File: config.mk
export PLATFORM = sky130hd
export DESIGN_NAME = smvm_stream_tx_flat
export DESIGN_NICKNAME = d
export VERILOG_FILES = /design/src/rtl/smvm_pkg.sv /design/src/rtl/smvm_stream_tx_if.sv /design/src/rtl/smvm_row_fifo.sv /design/src/rtl/smvm_stream_tx.sv /design/src/flat_wrapper.sv
export SDC_FILE = /design/constraint.sdc
export NUM_CORES = 1
export LEC_CHECK = 0
export ABC_AREA = 1
export ABC_CLOCK_PERIOD_IN_PS = 5700
export CAP_MARGIN = 20
export CORE_MARGIN = 3
export CORE_UTILIZATION = 34
export CTS_CLUSTER_DIAMETER = 200
export DETAILED_ROUTE_END_ITERATION = 10
export GPL_ROUTABILITY_DRIVEN = 1
export GPL_TIMING_DRIVEN = 0
export PLACE_DENSITY_LB_ADDON = 0.15
export SLEW_MARGIN = 20
export SYNTH_ARGS = -nofsm -noshare
export SYNTH_HDL_FRONTEND = slang
export SYNTH_SLANG_ARGS = --single-unit
File: constraint.sdc
create_clock -name clk -period 5.7 [get_ports clk]
set_clock_uncertainty 0.15 [all_clocks]
set_input_delay 1.14 -clock clk [delete_from_list [all_inputs] [get_ports clk]]
set_output_delay 1.14 -clock clk [all_outputs]
set_load 0.005 [all_outputs]
File: src/rtl/smvm_pkg.sv
// Shared types and field widths for the SMVM stream transmitter.
package smvm_pkg;
    localparam int MAX_COLS = 7;
    localparam int VAL_W    = 8;
    localparam int COL_W    = 3;
    localparam int ROWS_W   = 8;
    localparam int ROW_W    = VAL_W * MAX_COLS;

    typedef enum logic [2:0] {
        IDLE,
        HDR_R,
        HDR_C,
        VEC,
        VAL,
        IDX,
        TERM,
        DRAIN
    } smvm_state_e;
endpackage

File: src/rtl/smvm_stream_tx_if.sv
// Host row handshake plus outgoing symbol stream of the SMVM transmitter.
interface smvm_stream_tx_if;
    import smvm_pkg::*;

    logic             row_valid;
    logic             row_ready;
    logic [ROW_W-1:0] row_data;
    logic [VAL_W-1:0] val_out;
    logic [COL_W-1:0] col_out;
    logic             ipv_out;
    logic             out_valid;

    modport master (
        input  row_valid, row_data,
        output row_ready, val_out, col_out, ipv_out, out_valid
    );

    modport slave (
        output row_valid, row_data,
        input  row_ready, val_out, col_out, ipv_out, out_valid
    );
endinterface

File: src/rtl/smvm_row_fifo.sv
// Small synchronous row buffer with show-ahead read; flush discards all entries.
module smvm_row_fifo #(
    parameter int DEPTH = 2,
    parameter int WIDTH = 56
) (
    input  logic             clk,
    input  logic             rst_n,
    input  logic             flush,
    input  logic             push,
    input  logic [WIDTH-1:0] push_data,
    input  logic             pop,
    output logic [WIDTH-1:0] pop_data,
    output logic             full,
    output logic             empty
);
    localparam int AW = (DEPTH > 1) ? $clog2(DEPTH) : 1;
    localparam int CW = $clog2(DEPTH + 1);

    logic [WIDTH-1:0] r_mem [DEPTH];
    logic [AW-1:0]    r_wr_ptr;
    logic [AW-1:0]    r_rd_ptr;
    logic [CW-1:0]    r_count;
    logic             w_do_push;
    logic             w_do_pop;

    function automatic logic [AW-1:0] ptr_inc(input logic [AW-1:0] p);
        return (p == AW'(DEPTH - 1)) ? '0 : p + AW'(1);
    endfunction

    assign w_do_push = push & ~full & ~flush;
    assign w_do_pop  = pop & ~empty & ~flush;
    assign full      = (r_count == CW'(DEPTH));
    assign empty     = (r_count == '0);
    assign pop_data  = r_mem[r_rd_ptr];

    always_ff @(posedge clk) begin
        if (w_do_push) begin
            r_mem[r_wr_ptr] <= push_data;
        end
    end

    always_ff @(posedge clk or negedge rst_n) begin
        if (!rst_n) begin
            r_wr_ptr <= '0;
            r_rd_ptr <= '0;
            r_count  <= '0;
        end else if (flush) begin
            r_wr_ptr <= '0;
            r_rd_ptr <= '0;
            r_count  <= '0;
        end else begin
            if (w_do_push) r_wr_ptr <= ptr_inc(r_wr_ptr);
            if (w_do_pop)  r_rd_ptr <= ptr_inc(r_rd_ptr);
            if (w_do_push && !w_do_pop) begin
                r_count <= r_count + CW'(1);
            end else if (!w_do_push && w_do_pop) begin
                r_count <= r_count - CW'(1);
            end
        end
    end
endmodule

File: src/rtl/smvm_stream_tx.sv
// Dense-to-sparse SMVM stream transmitter: headers, vector, (value,index) pairs, terminator.
module smvm_stream_tx
    import smvm_pkg::*;
#(
    parameter int FIFO_DEPTH = 2
) (
    input  logic              clk,
    input  logic              rst_n,
    input  logic              start,
    input  logic [ROWS_W-1:0] rows_cfg,
    input  logic [COL_W-1:0]  cols_cfg,
    input  logic [ROW_W-1:0]  vec_flat,
    smvm_stream_tx_if.master  bus,
    output logic              busy,
    output logic              done,
    output logic              err_empty_row,
    output logic              err_underrun
);
    smvm_state_e       r_state;
    logic [ROWS_W-1:0] r_rows;
    logic [ROWS_W-1:0] r_acc;
    logic [ROWS_W-1:0] r_pop_cnt;
    logic [COL_W-1:0]  r_cols;
    logic [COL_W-1:0]  r_vidx;
    logic [ROW_W-1:0]  r_vec;
    logic [ROW_W-1:0]  r_work;
    logic [MAX_COLS-1:0] r_mask;
    logic [COL_W-1:0]  r_sel;
    logic [VAL_W-1:0]  r_val;
    logic [COL_W-1:0]  r_col;
    logic              r_ipv;
    logic              r_out_valid;
    logic              r_busy;
    logic              r_done;
    logic              r_err_empty;
    logic              r_err_under;

    logic [ROW_W-1:0]    w_head;
    logic [MAX_COLS-1:0] w_head_mask;
    logic [COL_W-1:0]    w_head_sel;
    logic [MAX_COLS-1:0] w_rem;
    logic [COL_W-1:0]    w_rem_sel;
    logic [COL_W-1:0]    w_vidx_inc;
    logic w_fifo_full, w_fifo_empty;
    logic w_row_ready, w_push, w_pop, w_flush;
    logic w_last_vec, w_need_row, w_acc_done;

    function automatic logic [COL_W-1:0] lowest_idx(input logic [MAX_COLS-1:0] m);
        logic [COL_W-1:0] idx;
        idx = '0;
        for (int i = MAX_COLS - 1; i >= 0; i--) begin
            if (m[i]) idx = COL_W'(i);
        end
        return idx;
    endfunction

    function automatic logic is_single(input logic [MAX_COLS-1:0] m);
        return (m & (m - MAX_COLS'(1))) == '0;
    endfunction

    // Only the first cols elements of a row can contribute nonzeros.
    for (genvar gi = 0; gi < MAX_COLS; gi++) begin : g_mask
        assign w_head_mask[gi] = (w_head[VAL_W*gi +: VAL_W] != '0) && (COL_W'(gi) < r_cols);
    end

    assign w_head_sel  = lowest_idx(w_head_mask);
    assign w_rem       = r_mask & ~(MAX_COLS'(1) << r_sel);
    assign w_rem_sel   = lowest_idx(w_rem);
    assign w_vidx_inc  = r_vidx + COL_W'(1);
    assign w_last_vec  = (r_vidx == r_cols - COL_W'(1));
    assign w_need_row  = ((r_state == VEC) && w_last_vec) || ((r_state == IDX) && (w_rem == '0));
    assign w_pop       = w_need_row && (r_pop_cnt != r_rows) && !w_fifo_empty;
    assign w_row_ready = r_busy && !w_fifo_full && (r_acc < r_rows);
    assign w_push      = bus.row_valid && w_row_ready;
    // Anything still buffered after the terminator belongs to an aborted frame.
    assign w_flush     = (r_state == TERM) || (r_state == DRAIN);
    assign w_acc_done  = (r_acc == r_rows) || (w_push && (r_acc + ROWS_W'(1) == r_rows));

    smvm_row_fifo #(
        .DEPTH (FIFO_DEPTH),
        .WIDTH (ROW_W)
    ) u_row_fifo (
        .clk       (clk),
        .rst_n     (rst_n),
        .flush     (w_flush),
        .push      (w_push),
        .push_data (bus.row_data),
        .pop       (w_pop),
        .pop_data  (w_head),
        .full      (w_fifo_full),
        .empty     (w_fifo_empty)
    );

    always_ff @(posedge clk or negedge rst_n) begin
        if (!rst_n) begin
            r_state     <= IDLE;
            r_rows      <= '0;
            r_acc       <= '0;
            r_pop_cnt   <= '0;
            r_cols      <= '0;
            r_vidx      <= '0;
            r_vec       <= '0;
            r_work      <= '0;
            r_mask      <= '0;
            r_sel       <= '0;
            r_val       <= '0;
            r_col       <= '0;
            r_ipv       <= 1'b0;
            r_out_valid <= 1'b0;
            r_busy      <= 1'b0;
            r_done      <= 1'b0;
            r_err_empty <= 1'b0;
            r_err_under <= 1'b0;
        end else begin
            r_done      <= 1'b0;
            r_val       <= '0;
            r_col       <= '0;
            r_ipv       <= 1'b0;
            r_out_valid <= 1'b0;
            if (w_push) r_acc     <= r_acc + ROWS_W'(1);
            if (w_pop)  r_pop_cnt <= r_pop_cnt + ROWS_W'(1);

            case (r_state)
                IDLE: begin
                    if (start) begin
                        r_rows      <= rows_cfg;
                        r_cols      <= cols_cfg;
                        r_vec       <= vec_flat;
                        r_acc       <= '0;
                        r_pop_cnt   <= '0;
                        r_vidx      <= '0;
                        r_err_empty <= 1'b0;
                        r_err_under <= 1'b0;
                        r_busy      <= 1'b1;
                        r_val       <= rows_cfg;
                        r_out_valid <= 1'b1;
                        r_state     <= HDR_R;
                    end
                end
                HDR_R: begin
                    r_col       <= r_cols;
                    r_out_valid <= 1'b1;
                    r_state     <= HDR_C;
                end
                HDR_C: begin
                    r_vidx      <= '0;
                    r_val       <= r_vec[VAL_W-1:0];
                    r_out_valid <= 1'b1;
                    r_state     <= VEC;
                end
                VEC, IDX: begin
                    r_out_valid <= 1'b1;
                    if (w_need_row) begin
                        // Fetching the next row here keeps VAL back-to-back with the previous symbol.
                        if (w_pop) begin
                            if (w_head_mask == '0) begin
                                r_err_empty <= 1'b1;
                                r_state     <= TERM;
                            end else begin
                                r_work  <= w_head;
                                r_mask  <= w_head_mask;
                                r_sel   <= w_head_sel;
                                r_val   <= w_head[VAL_W*w_head_sel +: VAL_W];
                                r_ipv   <= is_single(w_head_mask);
                                r_state <= VAL;
                            end
                        end else begin
                            if (r_pop_cnt != r_rows) r_err_under <= 1'b1;
                            r_state <= TERM;
                        end
                    end else if (r_state == VEC) begin
                        r_vidx <= w_vidx_inc;
                        r_val  <= r_vec[VAL_W*w_vidx_inc +: VAL_W];
                    end else begin
                        r_mask  <= w_rem;
                        r_sel   <= w_rem_sel;
                        r_val   <= r_work[VAL_W*w_rem_sel +: VAL_W];
                        r_ipv   <= is_single(w_rem);
                        r_state <= VAL;
                    end
                end
                VAL: begin
                    r_col       <= r_sel;
                    r_out_valid <= 1'b1;
                    r_state     <= IDX;
                end
                TERM: begin
                    r_done <= 1'b1;
                    if (w_acc_done) begin
                        r_busy  <= 1'b0;
                        r_state <= IDLE;
                    end else begin
                        r_state <= DRAIN;
                    end
                end
                DRAIN: begin
                    if (w_acc_done) begin
                        r_busy  <= 1'b0;
                        r_state <= IDLE;
                    end
                end
                default: r_state <= IDLE;
            endcase
        end
    end

    assign bus.row_ready = w_row_ready;
    assign bus.val_out   = r_val;
    assign bus.col_out   = r_col;
    assign bus.ipv_out   = r_ipv;
    assign bus.out_valid = r_out_valid;
    assign busy          = r_busy;
    assign done          = r_done;
    assign err_empty_row = r_err_empty;
    assign err_underrun  = r_err_under;
endmodule

File: src/flat_wrapper.sv
// flat-port wrapper written by rule: the top's interface ports become plain ports
module smvm_stream_tx_flat import smvm_pkg::*;
#(
    parameter int FIFO_DEPTH = 2
)
  (clk, rst_n, start, rows_cfg, cols_cfg, vec_flat, busy, done, err_empty_row, err_underrun, bus_row_valid, bus_row_data, bus_row_ready, bus_val_out, bus_col_out, bus_ipv_out, bus_out_valid);
  smvm_stream_tx_if bus_i ();
  input  logic clk;
  input  logic rst_n;
  input  logic start;
  input  logic [ROWS_W-1:0] rows_cfg;
  input  logic [COL_W-1:0] cols_cfg;
  input  logic [ROW_W-1:0] vec_flat;
  output logic busy;
  output logic done;
  output logic err_empty_row;
  output logic err_underrun;
  input wire logic [$bits(bus_i.row_valid)-1:0] bus_row_valid;
  input wire logic [$bits(bus_i.row_data)-1:0] bus_row_data;
  output wire logic [$bits(bus_i.row_ready)-1:0] bus_row_ready;
  output wire logic [$bits(bus_i.val_out)-1:0] bus_val_out;
  output wire logic [$bits(bus_i.col_out)-1:0] bus_col_out;
  output wire logic [$bits(bus_i.ipv_out)-1:0] bus_ipv_out;
  output wire logic [$bits(bus_i.out_valid)-1:0] bus_out_valid;
  assign bus_i.row_valid = bus_row_valid;
  assign bus_i.row_data = bus_row_data;
  assign bus_row_ready = bus_i.row_ready;
  assign bus_val_out = bus_i.val_out;
  assign bus_col_out = bus_i.col_out;
  assign bus_ipv_out = bus_i.ipv_out;
  assign bus_out_valid = bus_i.out_valid;
  smvm_stream_tx #(.FIFO_DEPTH(FIFO_DEPTH)) u_core (.clk(clk), .rst_n(rst_n), .start(start), .rows_cfg(rows_cfg), .cols_cfg(cols_cfg), .vec_flat(vec_flat), .bus(bus_i), .busy(busy), .done(done), .err_empty_row(err_empty_row), .err_underrun(err_underrun));
endmodule
## After elaboration in Yosys (flattened, before gate mapping)

Memory sizes are Yosys's and may differ from the RTL's.
Index checks and enable logic that the tools add are counted.

- Muxes and demuxes: 78
- Eq/ne operators: 26
- Reductions and logical operators: 54
- Bitwise operators: 12
- Order comparisons: 8
- Add/subtract/negate cells: 10
- Divide/modulo/power cells: 0
- Multiply operators: 0
- Shift-type cells: 4

Operator list:

| operator | count |
|---|---|
| $shiftx 56x7->8 | 3 |
| $mux 8 | 11 |
| $mux 3 | 26 |
| $reduce_bool 8->1 | 7 |
| $logic_not 7->1 | 4 |
| $mux 7 | 4 |
| $mux 1 | 24 |
| $pmux 8 s3 | 1 |
| $and 7x7->7 | 3 |
| $pmux 3 s7 | 1 |
| $logic_and 1x1->1 | 17 |
| $add 8x1->8 const B | 2 |
| $eq 8x8->1 | 2 |
| $ne 2x1->1 const B | 7 |
| $sub 7x1->7 const B | 2 |
| $eq 3x3->1 const B | 4 |
| $ne 2x2->1 const B | 6 |
| $reduce_and 4->1 | 3 |
| $mux 2 | 5 |
| $reduce_and 5->1 | 2 |
| $lt 3x3->1 const A | 3 |
| $pmux 3 s3 | 1 |
| $lt 8x8->1 | 1 |
| $ne 8x8->1 | 1 |
| 28 further kinds | 52 |

- Input bits: 127
- ROM bits: 0
- Output and inout bits: 18
- Logic and storage cells: 214
- Memory bits (writable): 112
- Latch bits: 0
- Memories kept: 1
- Flip-flop bits (word level): 176

Memories:

| memory | words | width | rd ports | clocked after Yosys merged registers in | write ports | line | source |
|---|---|---|---|---|---|---|---|
| u_core.u_row_fifo.r_mem | 2 | 56 | 1 | 0 | 1 | smvm_row_fifo.sv:19 | `logic [WIDTH-1:0] r_mem [DEPTH];` |

## Longest topological paths before layout

Gate-level depths: netlist of the first run.
An unclocked memory read counts as a cell.

- Word-level depth: 15
- Depth in mapped cells: 19
- Mapped depth without buffers: 17

## Hierarchy

From an unflattened synthesis of the first run, not the netlist that was laid out.

- Cell total of the unflattened synthesis: 1710
- Area, all modules: 14181.1 um^2

By module, submodules not included:

| module | area an instance (um^2) | sequential area each (um^2) | instances | cells an instance |
|---|---|---|---|---|
| smvm_stream_tx | 9859.5 | 4304.1 | 1 | 1378 |
| smvm_row_fifo | 4321.6 | 3463.3 | 1 | 332 |

## Worst setup path after synthesis of the first run

No wires, ideal clock.

- Path type: reg-to-reg
- Start: reg u_core.r_rows[1]
- End: mem u_core.u_row_fifo.r_mem[0][0] (enable)
- Buffers on the path: 0
- Period minus slack after synthesis: 4488 ps
- Required time: 5080 ps
- Slack: 1212 ps
- Library setup time: 470 ps
- Cell stages (with the launch flop): 14
- Arrival: 3867 ps
- Path through: dfrtp_1 inv_1 ha_1 inv_1 nor2_1 o21ai_0 nand2_1 nand2_1 nand4_1 inv_1 nand2_1 nor2_1 inv_1 nor2_1

- Cells in the longest elaborated chain, start to end: 7

RTL lines:

| element | line | source |
|---|---|---|
| start: declaration | smvm_stream_tx.sv:20 | `logic [ROWS_W-1:0] r_rows;` |
| start signal: assignment | smvm_stream_tx.sv:126 | `r_rows <= rows_cfg;` |
| $lt 8x8->1 | smvm_stream_tx.sv:73 | `assign w_row_ready = r_busy && !w_fifo_full && (r_acc < r_rows);` |
| $logic_and 1x1->1 | smvm_stream_tx.sv:73 |  |
| via bus_row_ready | flat_wrapper.sv:20 | `output wire logic [$bits(bus_i.row_ready)-1:0] bus_row_ready;` |
| $logic_and 1x1->1 | smvm_stream_tx.sv:74 | `assign w_push = bus.row_valid && w_row_ready;` |
| $and 1x1->1 (2 in a row) | smvm_row_fifo.sv:30 | `assign w_do_push = push & ~full & ~flush;` |
| $mux 1 | smvm_row_fifo.sv:37 | `if (w_do_push) begin` |
| $mux 1 (implied by the code) | smvm_row_fifo.sv:38 | `r_mem[r_wr_ptr] <= push_data;` |
| end: declaration | smvm_row_fifo.sv:19 |  |

The timed path passes the listed nets, and every way through them passes these cells.

## Worst setup path in the final report of the first run

- Start: reg u_core.r_rows[1]
- End: out bus_row_ready

- Cells in the longest elaborated chain, start to end: 2

RTL lines:

| element | line |
|---|---|
| $lt 8x8->1 | smvm_stream_tx.sv:73 |
| $logic_and 1x1->1 | smvm_stream_tx.sv:73 |
| end: declaration | flat_wrapper.sv:20 |

Every way passes these cells.

==> results of run 1 <==
==> layer usage <==
| metal | global-route usage | part of all wire |
|---|---|---|
| met1 | 0.269 | 0.45 |
| met2 | 0.317 | 0.46 |
| met3 | 0.0270 | 0.050 |
| met4 | 0.0672 | 0.032 |
| met5 | 0 | 0 |
==> cells in the final DEF, fill, tap and decap left out, drive strengths merged <==
cell type        n
dfrtp          176
inv            166
clkinv          19
nor3             9
a211oi           1
a31oi            7
and3             1
xnor3            1
nand4            9
or2              2
edfxtp         112
a311oi           2
xnor2            5
o21bai           1
xor2            13
a21oi           62
o221ai           1
nor2            95
o21ai          189
o21a             3
nand3b           8
clkdlybuf4s50  143
nand3          133
o211ai           3
clkbuf          75
nand2          571
o22ai            5
bufinv           4
ha              12
buf             41
==> how the worst min path moves through the flow <==
stage,endpoint,cells past startpoint,slack (ns),from
2_1_floorplan,u_core.r_vec[32],2,0.29,u_core.r_vec[32]
3_3_place_gp,u_core.r_vec[52],2,0.30,u_core.r_vec[52]
3_5_place_dp,u_core.r_vec[53],2,0.31,u_core.r_vec[53]
4_1_cts,u_core.r_vec[52],2,0.32,u_core.r_vec[52]
5_1_grt,u_core.r_vec[9],2,0.34,u_core.r_vec[9]
6_report,u_core.r_vec[12],2,0.32,u_core.r_vec[12]
==> power by group through the flow <==
stage	Sequential (mW)	Clock, mW	Combinational (mW)
after floorplan	3.28	0	2.97
after global placement	3.42	0	4.45
after detailed placement	3.39	0	4.55
after CTS	3.36	2.30	4.57
after global routing	3.43	2.39	5.16
final	3.36	2.25	4.56
==> cells in the mapped netlist, types with 13 or more instances <==
cell type    n  area share
o21ai_0    143       0.051
clkbuf_1    36      0.0097
o21ai_1     40       0.014
xor2_1      13      0.0082
inv_1      155       0.042
edfxtp_1   112        0.24
nor2_1      91       0.025
nand3_1    132       0.047
dfrtp_1    176        0.32
nand2_1    566        0.15
buf_2       15      0.0054
a21oi_1     59       0.021
==> flip-flops by register name, summed over array words and instances (netlist names), 2 cells and up <==
| signal | flops |
|---|---|
| u_core.bus.col_out | 3 |
| u_core.bus.val_out | 8 |
| u_core.r_acc | 8 |
| u_core.r_cols | 3 |
| u_core.r_mask | 7 |
| u_core.r_pop_cnt | 8 |
| u_core.r_rows | 8 |
| u_core.r_sel | 3 |
| u_core.r_state | 3 |
| u_core.r_vec | 56 |
| u_core.r_vidx | 3 |
| u_core.r_work | 56 |
| u_core.u_row_fifo.r_count | 2 |
| u_core.u_row_fifo.r_mem | 112 |
==> critical path, delay by kind of cell, from the launching register on <==
family	cells	cell delay (ns)
adders and majority gates	1	0.30
AOI/OAI and AO/OA	1	0.15
and+or+nand+nor	4	0.25
buffers and inverters	4	0.76
DFF	1	0.42
==> logic make-up after synthesis <==
family,share of synthesized area
adder cells (fa/ha/maj),0.0108
flip-flops,0.558
XOR/XNOR,0.0129
AO/OA/AOI/OAI,0.105
buffers and inverters,0.0706
AND/OR/NAND/NOR,0.243
==> per-stage QoR <==
stage | setup TNS [ns] | total power, mW | setup WS [ns] | hold WS (ns) | util
final | 0 | 10.2 | 1.98 | 0.320 | 0.432
after global routing | 0 | 11.0 | 1.70 | 0.340 | 0.432
after CTS | 0 | 10.2 | 1.95 | 0.323 | 0.432
after detailed placement | 0 | 7.94 | 2.18 | 0.308 | 0.404
after global placement | -879.44 | 7.87 | -4.42 | 0.305 | 0.400
after floorplan | 0 | 6.24 | 1.21 | 0.287 | -
==> cell type report <==
cell class / instances / area (sq um)
well taps: 525 / 657
repair buffers: 150 / 1580
fillers: 4010 / 22800
plain buffers: 70 / 353
flip-flops and latches: 288 / 7770
multi-input cells: 1133 / 5190
clock inverters: 21 / 256
clock buffers: 39 / 900
inverters: 168 / 631
==> flow_summary.json, run 1 <==
{
  "status": "finished, final reports clean",
  "critical_path_class": "reg2out",
  "setup_viol": 0,
  "fp.dieW_um": 208,
  "p_seq_frac": 0.330,
  "hp-class": "reg2reg",
  "die_area_sq_mm": 0.0434,
  "clk_latency_ns": 0.55,
  "drtPass1Iterations": 7,
  "place.gp.congestion": 0.892,
  "startpoint_type": "flip-flop",
  "pwr-share-clk": 0.221,
  "grt_remaining_overflow": 0,
  "total_leakage_power_nw": 7.81,
  "rrSetupSlack_ns": 2.13,
  "syn-cell-area_sq_mm": 0.0139,
  "stdcell_count": 2394,
  "critical_path.max_fanout": 4,
  "antennaDiodeCount": 0,
  "grt_pass1_vias": 11700,
  "sw_frac_of_total": 0.434,
  "syn_nets": 1798,
  "ir_drop_uv": 294,
  "placed_area_sq_mm": 0.0162,
  "ant_nets": 0,
  "cts_repair_resize_count": 0,
  "dpl.cell_count": 2334,
  "synth.distinct_cells": 41,
  "p_int_mw": 5.75,
  "clock.fmax_mhz": 269,
  "routed-via-count": 11700,
  "cts.reportedPaths.clkPinSlew_ns": 0.06,
  "grt_max_degree": 65,
  "fin_area_sq_mm": 0.0173,
  "ys_seq_elements": 288,
  "switchingPower_mw": 4.42,
  "clkSinkCount": 288,
  "ctsHoldBuffers": 0,
  "grt_usage": 0.195,
  "initial_core_util": 0.347,
  "path_common_cell": "inv_1",
  "routed_wl_mm": 42.5,
  "cts_buffers": 34,
  "num_io_pins": 145,
  "rr_endpoint": "u_core.bus.val_out[3]",
  "yosys_warnings": 0,
  "slew_headroom": 0.460,
  "ys.flop_type": "dfrtp_1",
  "wl_per_cell_um": 17.7,
  "fin_crit_sh": 0.652,
  "finalNetCount": 1984,
  "synth-edff-count": 112,
  "max_slew.worst_pin.slew_ns": 0.811,
  "fin_crit_ns": 3.72,
  "crit_end": "bus_row_ready",
  "dp_hpwl_mm": 31.8,
  "die_y_um": 208,
  "htree_levels": 2,
  "root_buffer": "clkbuf_16",
  "antenna_found_initial": 0,
  "critPathArrivalTime_ns": 2.43,
  "drt-initial-drc-count": 939,
  "slowest_stage": "clkdlybuf4s50_1",
  "powerDensity_mw_per_mm2": 586,
  "maxSlewViolCount": 0,
  "drive_gt1_frac": 0.0658,
  "avgSynthCellArea_sq_um": 8.40,
  "grt_pass1_wl_mm": 66.8,
  "finalHoldViolCount": 0,
  "tritoncts": "built",
  "syn_to_final_growth_pct": 24.5,
  "drc_errors": 0,
  "async_reset_ff_frac": 0.611,
  "maxCapViolCount": 0,
  "endpoint_kind": "output port",
  "avgViaCountPerCell": 4.89,
  "slowest_delay_ns": 0.50,
  "port-buffer-count": 144,
  "postCtsSetupBuffers": 0,
  "synth_seq_area_share": 0.558,
  "p_comb_frac": 0.449,
  "fp-row-count": 73,
  "rsz0062_at_grt": "false",
  "clk_path_buf_depth": 3,
  "crit_start": "u_core.r_rows[1]",
  "ff2ff_path_depth": 19,
  "critPathRequiredTime_ns": 4.41,
  "syn_inst": 1659,
  "core_sq_mm": 0.0401,
  "r2r_start": "u_core.u_row_fifo.r_rd_ptr",
  "crit_chain": "inv_1 -> ha_1 -> inv_1 -> nor2_1 -> o21ai_0 -> nand2_1 -> nand2_1 -> nand4_1 -> inv_1 -> clkdlybuf4s50_1"
}
(Power assumes the default switching activity.)
==> run 2, diff against run 1 <==
--- a/config.mk
+++ b/config.mk
@@ -6,7 +6,7 @@
 export NUM_CORES = 1
 export LEC_CHECK = 0
 export ABC_AREA = 1
-export ABC_CLOCK_PERIOD_IN_PS = 5700
+export ABC_CLOCK_PERIOD_IN_PS = 3100
 export CAP_MARGIN = 20
 export CORE_MARGIN = 3
 export CORE_UTILIZATION = 34
==> constraint.sdc (replaced) <==
create_clock -name clk -period 3.1 [get_ports clk]
set_clock_uncertainty 0.15 [all_clocks]
set_input_delay 0.62 -clock clk [delete_from_list [all_inputs] [get_ports clk]]
set_output_delay 0.62 -clock clk [all_outputs]
set_load 0.005 [all_outputs]
==> run 2 against run 1 <==
  * Final cell count is 0.29% higher
  * Count of clock-buffer cells in the layout grew 7
  * Clock power rose by 72%
  * Register-to-register slack worse by 2.0 ns
  * Core utilization is 0.73 points higher
  * First-iteration DRC count down 4.0%
  * Critical path depth rose by 8
  * Design area up 1.7%
  * Sequential share of layout area down 0.73 points
  * Non-clock buffer count is 9 higher
  * Hold slack gained 0.0017 ns
  * Critical endpoint is now u_core.bus.val_out[3]
==> flow_summary.json, run 2 (synthesis gave the netlist of run 1 again) <==
{
  "largest_reg_flops": 112,
  "routed-via-count": 11700,
  "fp.dieW_um": 208,
  "ant_nets": 0,
  "clk_latency_ns": 0.60,
  "place.gp.congestion": 0.932,
  "dp_slack_ns": -0.373,
  "dp_hpwl_mm": 31.6,
  "grt_pass1_wl_mm": 66.4,
  "cp_top_family": "simple AND/OR/NAND/NOR gates",
  "core_sq_mm": 0.0401,
  "critPathArrivalTime_ns": 3.28,
  "status": "finished, final reports clean",
  "powerDensity_mw_per_mm2": 1070,
  "crit_chain": "buf_12 -> buf_8 -> o21ai_4 -> nand2_1 -> nor2_1 -> nand2_2 -> nand2_2 -> nand2_1 -> nand2_1 -> nand2_1 -> nand2_4 -> nand2_1 -> buf_4 -> buf_4 -> nor2_1 -> nand2_1 -> nand3_1 -> nand3_1",
  "final_common_cell": "nand2_1",
  "htree_levels": 1,
  "antenna_found_initial": 0,
  "finalNetCount": 1990,
  "slowest_delay_ns": 0.48,
  "hp-class": "reg2reg",
  "clkSinkCount": 288,
  "maxCapViolCount": 0,
  "p_total_mw": 18.8,
  "setup_viol": 0,
  "clk_path_buf_depth": 3,
  "num_io_pins": 145,
  "most-common-layout-cells": "nand2_1, dfrtp_1, inv_1",
  "die_y_um": 208,
  "fp-row-count": 73,
  "slew_headroom": 0.548,
  "critical_path_class": "reg2reg",
  "critPathRequiredTime_ns": 3.40,
  "syn_to_final_growth_pct": 26.6,
  "grt_remaining_overflow": 0,
  "rsz0062_at_grt": "true",
  "finalHoldViolCount": 0,
  "stdcell_count": 2401,
  "grt_max_degree": 96,
  "grt_pass1_vias": 11700,
  "die_area_sq_mm": 0.0434,
  "drt-initial-drc-count": 901,
  "port-buffer-count": 144,
  "avgViaCountPerCell": 4.88,
  "fillers": 3995,
  "reg.largest.list": "u_core.u_row_fifo.r_mem x112, u_core.r_vec x56, u_core.r_work x56",
  "maxSlewViolCount": 0,
  "clock.fmax_mhz": 335,
  "initial_core_util": 0.347,
  "fin_crit_sh": 0.962,
  "drtPass1Iterations": 5,
  "max_slew.worst_pin.slew_ns": 0.673,
  "path_common_cell": "nand2_1",
  "endpoint_kind": "flip-flop",
  "drive_gt1_frac": 0.106,
  "tritoncts": "built",
  "critical_path.max_fanout": 10,
  "grt_usage": 0.193,
  "ir_drop_uv": 596,
  "rrSetupSlack_ns": 0.12,
  "drc_errors": 0,
  "routed_wl_mm": 42.3,
  "critPathBufInv": 4,
  "total_leakage_power_nw": 7.90,
  "wl_per_cell_um": 17.6,
  "cts_buffers": 31,
  "startpoint_type": "flip-flop",
  "antennaDiodeCount": 0,
  "slowest_stage": "dfrtp_2",
  "setup_slack_ns": 0.118,
  "dpl.cell_count": 2333,
  "largest_register": "u_core.u_row_fifo.r_mem",
  "root_buffer": "clkbuf_16",
  "cts.reportedPaths.clkPinSlew_ns": 0.06,
  "fin_crit_ns": 2.98
}
[run 2: repair_timing]
action | in CTS | in global routing
buffers inserted | 7 | 2
pin swaps | 1 | 2
setup endpoints to repair | 101 | 96
endpoints found under the hold margin | 81 | 0
hold buffers | 1 | 0
gates resized for setup | 48 | 68
[run 2: where the power goes]
group          leakage (nW)  total (mW)  internal, mW  switching, mW
Clock                 0.520        3.88          2.29           1.59
Sequential             3.24        6.18          5.41          0.764
Combinational          4.13        8.79          2.98           5.81
Total                  7.90        18.8          10.7           8.17
[run 2: area by class of cell]
| cell class | instances | area [sq um] | area share |
|---|---|---|---|
| flip-flops and latches | 288 | 7770 | 0.441 |
| multi-input cells | 1133 | 5450 | 0.309 |
| repair buffers | 159 | 1640 | 0.0929 |
| clock buffers | 46 | 912 | 0.0517 |
| well taps | 525 | 657 | 0.0373 |
| inverters | 168 | 632 | 0.0358 |
| plain buffers | 70 | 414 | 0.0235 |
| clock inverters | 12 | 158 | 0.00894 |
[run 2: stage by stage]
stage	TNS, ns	instance area [sq um]	utilization	hold WS, ns
2_1_floorplan	0	13900	-	0.174
3_3_place_gp	-1221.88	16000	0.400	0.303
3_5_place_dp	-20.12	16200	0.403	0.311
4_1_cts	0	17400	0.434	0.326
5_1_grt	-0.224	17600	0.440	0.341
6_report	0	17600	0.440	0.322
[run 2: metal layers]
layer  GRT usage  wire [um]  up-vias
met5           0          0        -
met4      0.0458       1010        0
met3      0.0323       2080       66
met2       0.323      20400      290
met1       0.264      18900     5578
li1            -          -     5793
[run 2: worst register-to-register path, delay by kind of cell (launching register included)]
family          cells  cell delay, ns
compound gates      1            0.23
buf+inv             4            0.72
flops               1            0.48
simple gates       13            1.25
[run 2: final timing paths]
path                                                  from               endpoint  cells past startpoint
worst min-delay path                      u_core.r_vec[39]       u_core.r_vec[39]                      2
worst max-delay path            u_core.u_row_fifo.r_rd_ptr  u_core.bus.val_out[3]                     18
max in group asynchronous                            rst_n      u_core.r_work[37]                      3
min in group asynchronous                            rst_n       u_core.r_rows[3]                      2
worst max register to register  u_core.u_row_fifo.r_rd_ptr  u_core.bus.val_out[3]                     18
worst min register to register            u_core.r_vec[39]       u_core.r_vec[39]                      2
